===== config.mk =====
export PLATFORM = sky130hd
export DESIGN_NAME = spi_flash_reader
export DESIGN_NICKNAME = d
export VERILOG_FILES = /design/src/rtl/spi_flash_reader.sv
export SDC_FILE = /design/constraint.sdc
export NUM_CORES = 1
export LEC_CHECK = 0
export BUFFER_PORTS_ARGS = -buffer_cell sky130_fd_sc_hd__clkbuf_2
export CELL_PAD_IN_SITES_DETAIL_PLACEMENT = 1
export CELL_PAD_IN_SITES_GLOBAL_PLACEMENT = 1
export CORE_MARGIN = 2
export CORE_UTILIZATION = 30
export DETAILED_ROUTE_END_ITERATION = 7
export GPL_TIMING_DRIVEN = 0
export PLACE_DENSITY = 0.71
export SLEW_MARGIN = 20
export SYNTH_ARGS = -nofsm -noshare
export SYNTH_HDL_FRONTEND = slang
export SYNTH_SLANG_ARGS = --single-unit

===== constraint.sdc =====
create_clock -name clk -period 3.8 [get_ports clk]
set_input_delay 0.38 -clock clk [delete_from_list [all_inputs] [get_ports clk]]
set_output_delay 0.38 -clock clk [all_outputs]
set_load 0.03 [all_outputs]

===== src/rtl/spi_flash_reader.sv =====
// Single-lane SPI flash read engine: issues READ_CMD plus a 24-bit address, then
// streams the returned bytes through a one-entry valid/ready output register.
`timescale 1ns/1ps

module spi_flash_reader #(
  parameter int          CS_HIGH_CYCLES = 2,
  parameter logic [7:0]  READ_CMD       = 8'h03
) (
  input  logic        clk,
  input  logic        reset,
  input  logic        start,
  input  logic [23:0] address,
  input  logic [15:0] length,
  output logic        busy,
  output logic        done,
  output logic [7:0]  data,
  output logic        data_valid,
  input  logic        data_ready,
  output logic        flash_csn,
  output logic        flash_sck,
  output logic        flash_mosi,
  input  logic        flash_miso
);

  localparam int CSW = $clog2(CS_HIGH_CYCLES + 1);

  typedef enum logic [1:0] {IDLE, SHIFT_OUT, SHIFT_IN, CS_HIGH} state_t;

  state_t          state;
  state_t          state_next;
  logic [31:0]     shreg;
  logic [15:0]     byte_cnt;
  logic [4:0]      bit_cnt;
  logic            phase;
  logic            stall;
  logic [CSW-1:0]  cs_cnt;

  logic accept;
  logic out_free;
  logic bit_end;
  logic byte_done;
  logic deliver;
  logic last_byte;
  logic cs_elapsed;
  logic finish;

  // phase=1 is the sck-high half of a bit; a stalled byte waits with sck low
  assign accept     = (state == IDLE) && start && (length != '0);
  assign out_free   = !data_valid || data_ready;
  assign bit_end    = phase && !stall;
  assign byte_done  = (state == SHIFT_IN) && bit_end && (bit_cnt[2:0] == 3'd7);
  assign deliver    = (state == SHIFT_IN) && (byte_done || stall) && out_free;
  assign last_byte  = deliver && (byte_cnt == 16'd1);
  assign cs_elapsed = (cs_cnt == CSW'(CS_HIGH_CYCLES));
  assign finish     = (state == CS_HIGH) && cs_elapsed && !data_valid;

  always_ff @(posedge clk) begin
    if (reset) state <= IDLE;
    else       state <= state_next;
  end

  always_comb begin
    state_next = state;
    case (state)
      IDLE:      if (accept) state_next = SHIFT_OUT;
      SHIFT_OUT: if (bit_end && (bit_cnt == 5'd31)) state_next = SHIFT_IN;
      SHIFT_IN:  if (last_byte) state_next = CS_HIGH;
      CS_HIGH:   if (finish) state_next = IDLE;
      default:   state_next = IDLE;
    endcase
  end

  always_ff @(posedge clk) begin
    if (reset) begin
      shreg      <= '0;
      byte_cnt   <= '0;
      bit_cnt    <= '0;
      phase      <= 1'b0;
      stall      <= 1'b0;
      cs_cnt     <= '0;
      data       <= '0;
      data_valid <= 1'b0;
    end else begin
      // A newly completed byte may replace the old one in the cycle it is consumed
      if (deliver) begin
        data       <= stall ? shreg[7:0] : {shreg[6:0], flash_miso};
        data_valid <= 1'b1;
        byte_cnt   <= byte_cnt - 16'd1;
      end else if (data_ready) begin
        data_valid <= 1'b0;
      end

      case (state)
        IDLE: begin
          if (accept) begin
            shreg    <= {READ_CMD, address};
            byte_cnt <= length;
            bit_cnt  <= '0;
            phase    <= 1'b0;
            stall    <= 1'b0;
          end
        end
        SHIFT_OUT: begin
          phase <= ~phase;
          if (phase) begin
            shreg   <= {shreg[30:0], 1'b0};
            bit_cnt <= bit_cnt + 5'd1;
          end
        end
        SHIFT_IN: begin
          if (stall) begin
            if (out_free) stall <= 1'b0;
          end else begin
            phase <= ~phase;
            if (phase) begin
              shreg   <= {shreg[30:0], flash_miso};
              bit_cnt <= bit_cnt + 5'd1;
              if ((bit_cnt[2:0] == 3'd7) && !out_free) stall <= 1'b1;
            end
          end
          if (last_byte) cs_cnt <= '0;
        end
        CS_HIGH: begin
          if (!cs_elapsed) cs_cnt <= cs_cnt + 1'b1;
        end
        default: ;
      endcase
    end
  end

  always_comb begin
    busy       = (state != IDLE) && !finish;
    done       = finish;
    flash_csn  = !((state == SHIFT_OUT) || (state == SHIFT_IN));
    flash_sck  = ((state == SHIFT_OUT) || (state == SHIFT_IN)) && phase;
    flash_mosi = (state == SHIFT_OUT) && shreg[31];
  end

endmodule


---- Word level (Yosys, flattened, before mapping) ----
Index checks and enable logic that the tools add are counted.
W data, S select, Z words.
word-level totals
  memories kept ........................... 0
  bits in registers ....................... 68
  input port bits ......................... 45
  latch bits .............................. 0
  word-level logic and storage cells ...... 94
  memory bits (writable) .................. 0
  output and inout bits ................... 14
  bits in read-only memories .............. 0
cells by class
  bitwise operators ....................... 1
  div/mod/pow operators ................... 0
  shift-type cells ........................ 0
  reduce and logical (&&, ||, !) cells .... 35
  $add $sub $neg .......................... 3
  order comparisons ....................... 0
  multiply operators ...................... 0
  eq/ne operators ......................... 15
  mux-type cells .......................... 31
operators with widths
  operator                 number
  $mux W32                 4
  $pmux W32 S3             1
  $mux W16                 3
  $eq A16 B1 Y1 const B    1
  $ne A2 B2 Y1 const B     8
  $reduce_bool A16 Y1      1
  $sub A16 B1 Y16 const B  1
  $logic_and A1 B1 Y1      15
  $mux W5                  3
  $pmux W5 S3              1
  $mux W2                  6
  $mux W1                  8
  $mux W8                  1
  $pmux W2 S4              1
  $reduce_bool A2 Y1       4
  $eq A2 B2 Y1 const B     3
  $reduce_and A3 Y1        2
  $add A5 B1 Y5 const B    1
  $eq A5 B5 Y1 const B     1
  $logic_not A1 Y1         5
  $reduce_and A5 Y1        1
  $pmux W2 S2              1
  $reduce_and A4 Y1        1
  $eq A3 B3 Y1 const B     1
  other kinds (9)          11

---- Logic depth before layout (Yosys ltp) ----
  depth after elaboration ................. 10
  depth in mapped cells ................... 9
  mapped depth without buffers ............ 8

---- Worst setup path after synthesis ----
Ideal clock, no wire load.
  path kind ............................... flip-flop to flip-flop
  start ................................... register state[0]
  end ..................................... register shreg[10]
  data required time ...................... 3.709 ns
  path buffers ............................ 2
  arrival ................................. 2.051 ns
  stages on the path, launching flop included .. 9
  slack ................................... 1.658 ns
  setup time .............................. 0.091 ns
  period minus slack after synthesis ...... 2.142 ns
  cells stage by stage .................... dfxtp_1 inv_1 ha_1 or2_2 clkbuf_1 a221oi_2 clkbuf_1 nor2_1 a311oi_1
between the ends
  longest elaborated chain between the ends .. 5
  elaborated cells on any way between the ends .. 12
  classes of those cells .................. 6 x eq/ne; 1 x mux; 5 x reduce/logical
ends and longest elaborated chain
  item                                line    RTL
  from (decl)                         29      state_t state;
  from (signal assigned)              59      else state <= state_next;
  $logic_not A2 Y1                    48, 93
  $logic_and A1 B1 Y1 (2 in a row)    48      assign accept = (state == IDLE) && start && (length != '0);
  $ne A2 B2 Y1 (no source line)       n/a
  $reduce_and A5 Y1 (no source line)  n/a
  to (signal assigned)                96      shreg <= {READ_CMD, address};
  to (signal assigned)                106     shreg <= {shreg[30:0], 1'b0};
  to (signal assigned)                116     shreg <= {shreg[30:0], flash_miso};
  to (decl)                           31      logic [31:0] shreg;
Several ways; a longest one is shown, not always the timed one.
A chain may end at the register's enable or synchronous reset.

---- Final worst setup path ----
  start ................................... register state[0]
  end ..................................... output flash_sck
between the ends
  longest elaborated chain between the ends .. 3
  elaborated cells on any way between the ends .. 4
  classes of those cells .................. 2 x eq/ne; 2 x reduce/logical
ends and longest elaborated chain
  item                                          line  RTL
  $eq A2 B1 Y1 or $eq A2 B2 Y1 (tied branches)  135   flash_sck = ((state == SHIFT_OUT) || (state == SHIFT_IN)) && phase;
  $logic_or A1 B1 Y1 *                          135
  $logic_and A1 B1 Y1 *                         135
  to (decl)                                     20    output logic flash_sck,
Every way passes the cells marked *; elsewhere a longest branch is shown, timed or not.

==> summary.md <==
| Metric | Value |
|---|---|
| Biggest area consumer among synthesized cells | dfxtp_1 |
| Seq pwr share | 0.295 |
| Hold slack | 0.2980 ns |
| Worst EP required | 3.42 ns |
| Vias/cell | 5.224 |
| Reg2reg path depth | 8 |
| DR WL/cell | 15.55 um |
| Detail Route Antenna Nets | 0 |
| Post-synth EDFFs | 0 |
| Syn Inst Count | 411 |
| Die Y-Extent | 110.8 um |
| Reg-to-reg endpoint | shreg[10] |
| # diodes | 0 |
| CP arrival | 2.43 ns |
| Multi-input gate area | 0.001891 mm^2 |
| Ys flop type | dfxtp_1 |
| FF+latch area | 0.001361 mm^2 |
| Overflow after GRT | 0 |
| Crit path capture type | output pin |
| Vias in the first global route | 3332 |
| Largest net degree at the start of global routing | 14 |
| DRT Wirelength | 9704 um |
| Sw frac | 0.4058 |
| Pwr Total | 0.003442 W |
| Lkg Pwr | 1.614 nW |
| Die width | 110.8 um |
| R2R setup slack | 1.05 ns |
| Initial Util | 0.3113 |
| Clock share of power | 0.302 |
| Share of cells above drive strength 1 | 0.1839 |
| Total GRT Usage | 0.1628 |
| Synth warnings | 0 |
| Worst-Margin Slew | 0.6877 ns |
| Hold WC Path Type | input pin to flop |
| CTS sink count | 68 |
| Post-synthesis async set-or-reset flop share | 0 |
| Max Slew Vio Count | 0 |
| Number of placed instances, taps included | 608 |
| Final setup fails | 0 |
| Sum of negative setup slack | 0 ns |
| Worst slew margin | 0.5365 |
| Clk_lat worst skew | 0.33 ns |
| Die ar. | 0.01227 mm^2 |
| Syn Area/Cell | 8.320 um^2 |
| Tmin final | 2.814 ns |
| Commonest non-fill, non-tap cell in the layout | dfxtp_1 |
| Fillers | 1320 |
| Drt first-iter violations | 139 |
| Final Skew | 0.007485 ns |
| Synthesis-stage register bit count | 68 |
| CTS Buf Count | 9 |
| Total iterations of the first detailed-routing run | 4 |
| Clock buffer depth | 2 |
| Non-Filler Instances | 624 |
| DR vias | 3260 |
| RSZ-0062 raised after global routing | no |
| Initial antenna violation count | 0 |
| Synth top area cells | dfxtp_1 40%, nor2_1 6.8%, a311oi_1 6.1% |
| Synthesized cell area | 0.003420 mm^2 |
| IO buf count | 57 |
| Post-synth net total | 466 |
| Synth unique cells | 47 |
| Hold_buf cts | 0 |
| Crit path launch | state[0] |
| Post-DP HPWL | 7371 um |
| Max FO, Critical Path | 10 |
| Wire length of the first global-routing pass | 16560 um |
| Max-cap violations | 0 |
| Final period util | 0.7406 |
| DRC viols | 0 |
| Core region area | 0.01098 mm^2 |
| F_max | 0.3553 GHz |
| Fin nets | 534 |
| Status | complete, no violations |
| CTS resizes | 0 |
| CTS tree | built |
| Cell internal pwr | 0.002045 W |
| Gate power share | 0.402 |
| Worst setup path class | flop to output pin |
| CTS clk-pin slew, worst paths | 0.06 ns |
| I/O pins | 59 |
| CTS root buf | clkbuf_16 |
| Maximum vdd drop | 0.2972 mV |
| Commonest cells after routing, fill and taps aside | 68 x dfxtp_1, 62 x nor2_1, 57 x clkbuf_2 |
| Pwr dens | 809.6 mW/mm^2 |
| Synth top area share | 0.3981 |
| Fin. Hold Viols | 0 |
| CP Launch Type | flop |
| # rows | 38 |
| Setup crit end | flash_sck |
| RePlAce Congestion | 0.7633 |
| Setup Buffers After CTS | 0 |
| Switching power | 0.001397 W |
| Synth-to-Final Area Change | 24.33% |
| Register area share after synthesis | 0.3981 |
| H-tree depth | 3 |
| R2r startpoint | state[0] |
## per-stage QoR
| stage | instance area, um^2 | util | setup slack [ns] |
|---|---|---|---|
| 6_report | 4252 | 0.3871 | 0.9858 |
| 3_5_place_dp | 3880 | 0.3533 | 1.062 |
| 4_1_cts | 4252 | 0.3871 | 0.9228 |
| 2_1_floorplan | 3420 | - | 1.658 |
| 5_1_grt | 4252 | 0.3871 | 0.7340 |
| 3_3_place_gp | 3880 | 0.3533 | 1.168 |
## per-layer routing
| metal | wire, um | GRT usage | share of wire | vias up |
|---|---|---|---|---|
| li1 | - | - | - | 1632 |
| met1 | 4447 | 0.2044 | 0.46 | 1552 |
| met2 | 4731 | 0.2773 | 0.49 | 72 |
| met3 | 473 | 0.04429 | 0.049 | 4 |
| met4 | 51 | 0.03917 | 0.0053 | 0 |
| met5 | 0 | 0 | 0 | - |
## cells by family after synthesis
logic type | synth area share
AOI/OAI and AO/OA | 0.1998
xor gates and xnor gates | 0.03842
adders and majority gates | 0.03659
buffers and inverters | 0.04903
DFF | 0.3981
muxes | 0.03220
and+or+nand+nor | 0.2459
## Yosys cell counts (3+ instances only)
cell type	count
a311oi_1	24
nand2b_1	9
ha_1	10
dfxtp_1	68
inv_1	9
a211oi_1	25
nand4_1	7
nor4_1	5
xor2_1	9
a32oi_1	3
and2_1	3
or4_1	4
xnor2_1	6
nand2_1	36
nand3_1	34
buf_1	3
nor3_1	6
buf_2	5
mux2i_1	11
a21oi_1	14
clkbuf_1	26
nor2_1	62
## final cells by class
class                           instances  share of cell area
Tap cell                              140             0.04120
Inverter                                9            0.007946
Sequential cell                        68              0.3202
Timing Repair Buffer                   57             0.06710
Buffer                                 34             0.03149
Multi-Input combinational cell        300              0.4447
Clock buffer                            9             0.05297
Clock inverter                          7             0.03443
## worst max-delay path, stage by stage (launching register included)
cell      delay, ns
dfxtp_1        0.37
inv_1          0.09
ha_1           0.27
clkbuf_1       0.33
inv_1          0.13
clkbuf_1       0.27
nor2_1         0.35
clkbuf_2       0.27
## flip-flops by register name, summed over array words and instances, names as in the netlist
name / flops
phase: 1
stall: 1
data: 8
cs_cnt: 2
byte_cnt: 16
state: 2
bit_cnt: 5
data_valid: 1
shreg: 32
## power by group through the flow
stage / registers, W / clock network [W] / logic (W)
2_1_floorplan: 0.000992 / 0 / 0.00102
4_1_cts: 0.00102 / 0.00106 / 0.00140
3_3_place_gp: 0.00102 / 0 / 0.00135
5_1_grt: 0.00104 / 0.00110 / 0.00156
3_5_place_dp: 0.00103 / 0 / 0.00139
6_report: 0.00102 / 0.00104 / 0.00139
## how the worst min path moves through the flow
stage / start / endpoint / cells after the start
floorplan: shreg[31] / shreg[31] / 2
global placement: shreg[26] / shreg[26] / 2
detailed placement: shreg[27] / shreg[27] / 2
CTS: address[18] / shreg[18] / 3
global route: address[11] / shreg[11] / 3
finish: address[18] / shreg[18] / 3
(Power assumes the default switching activity.)
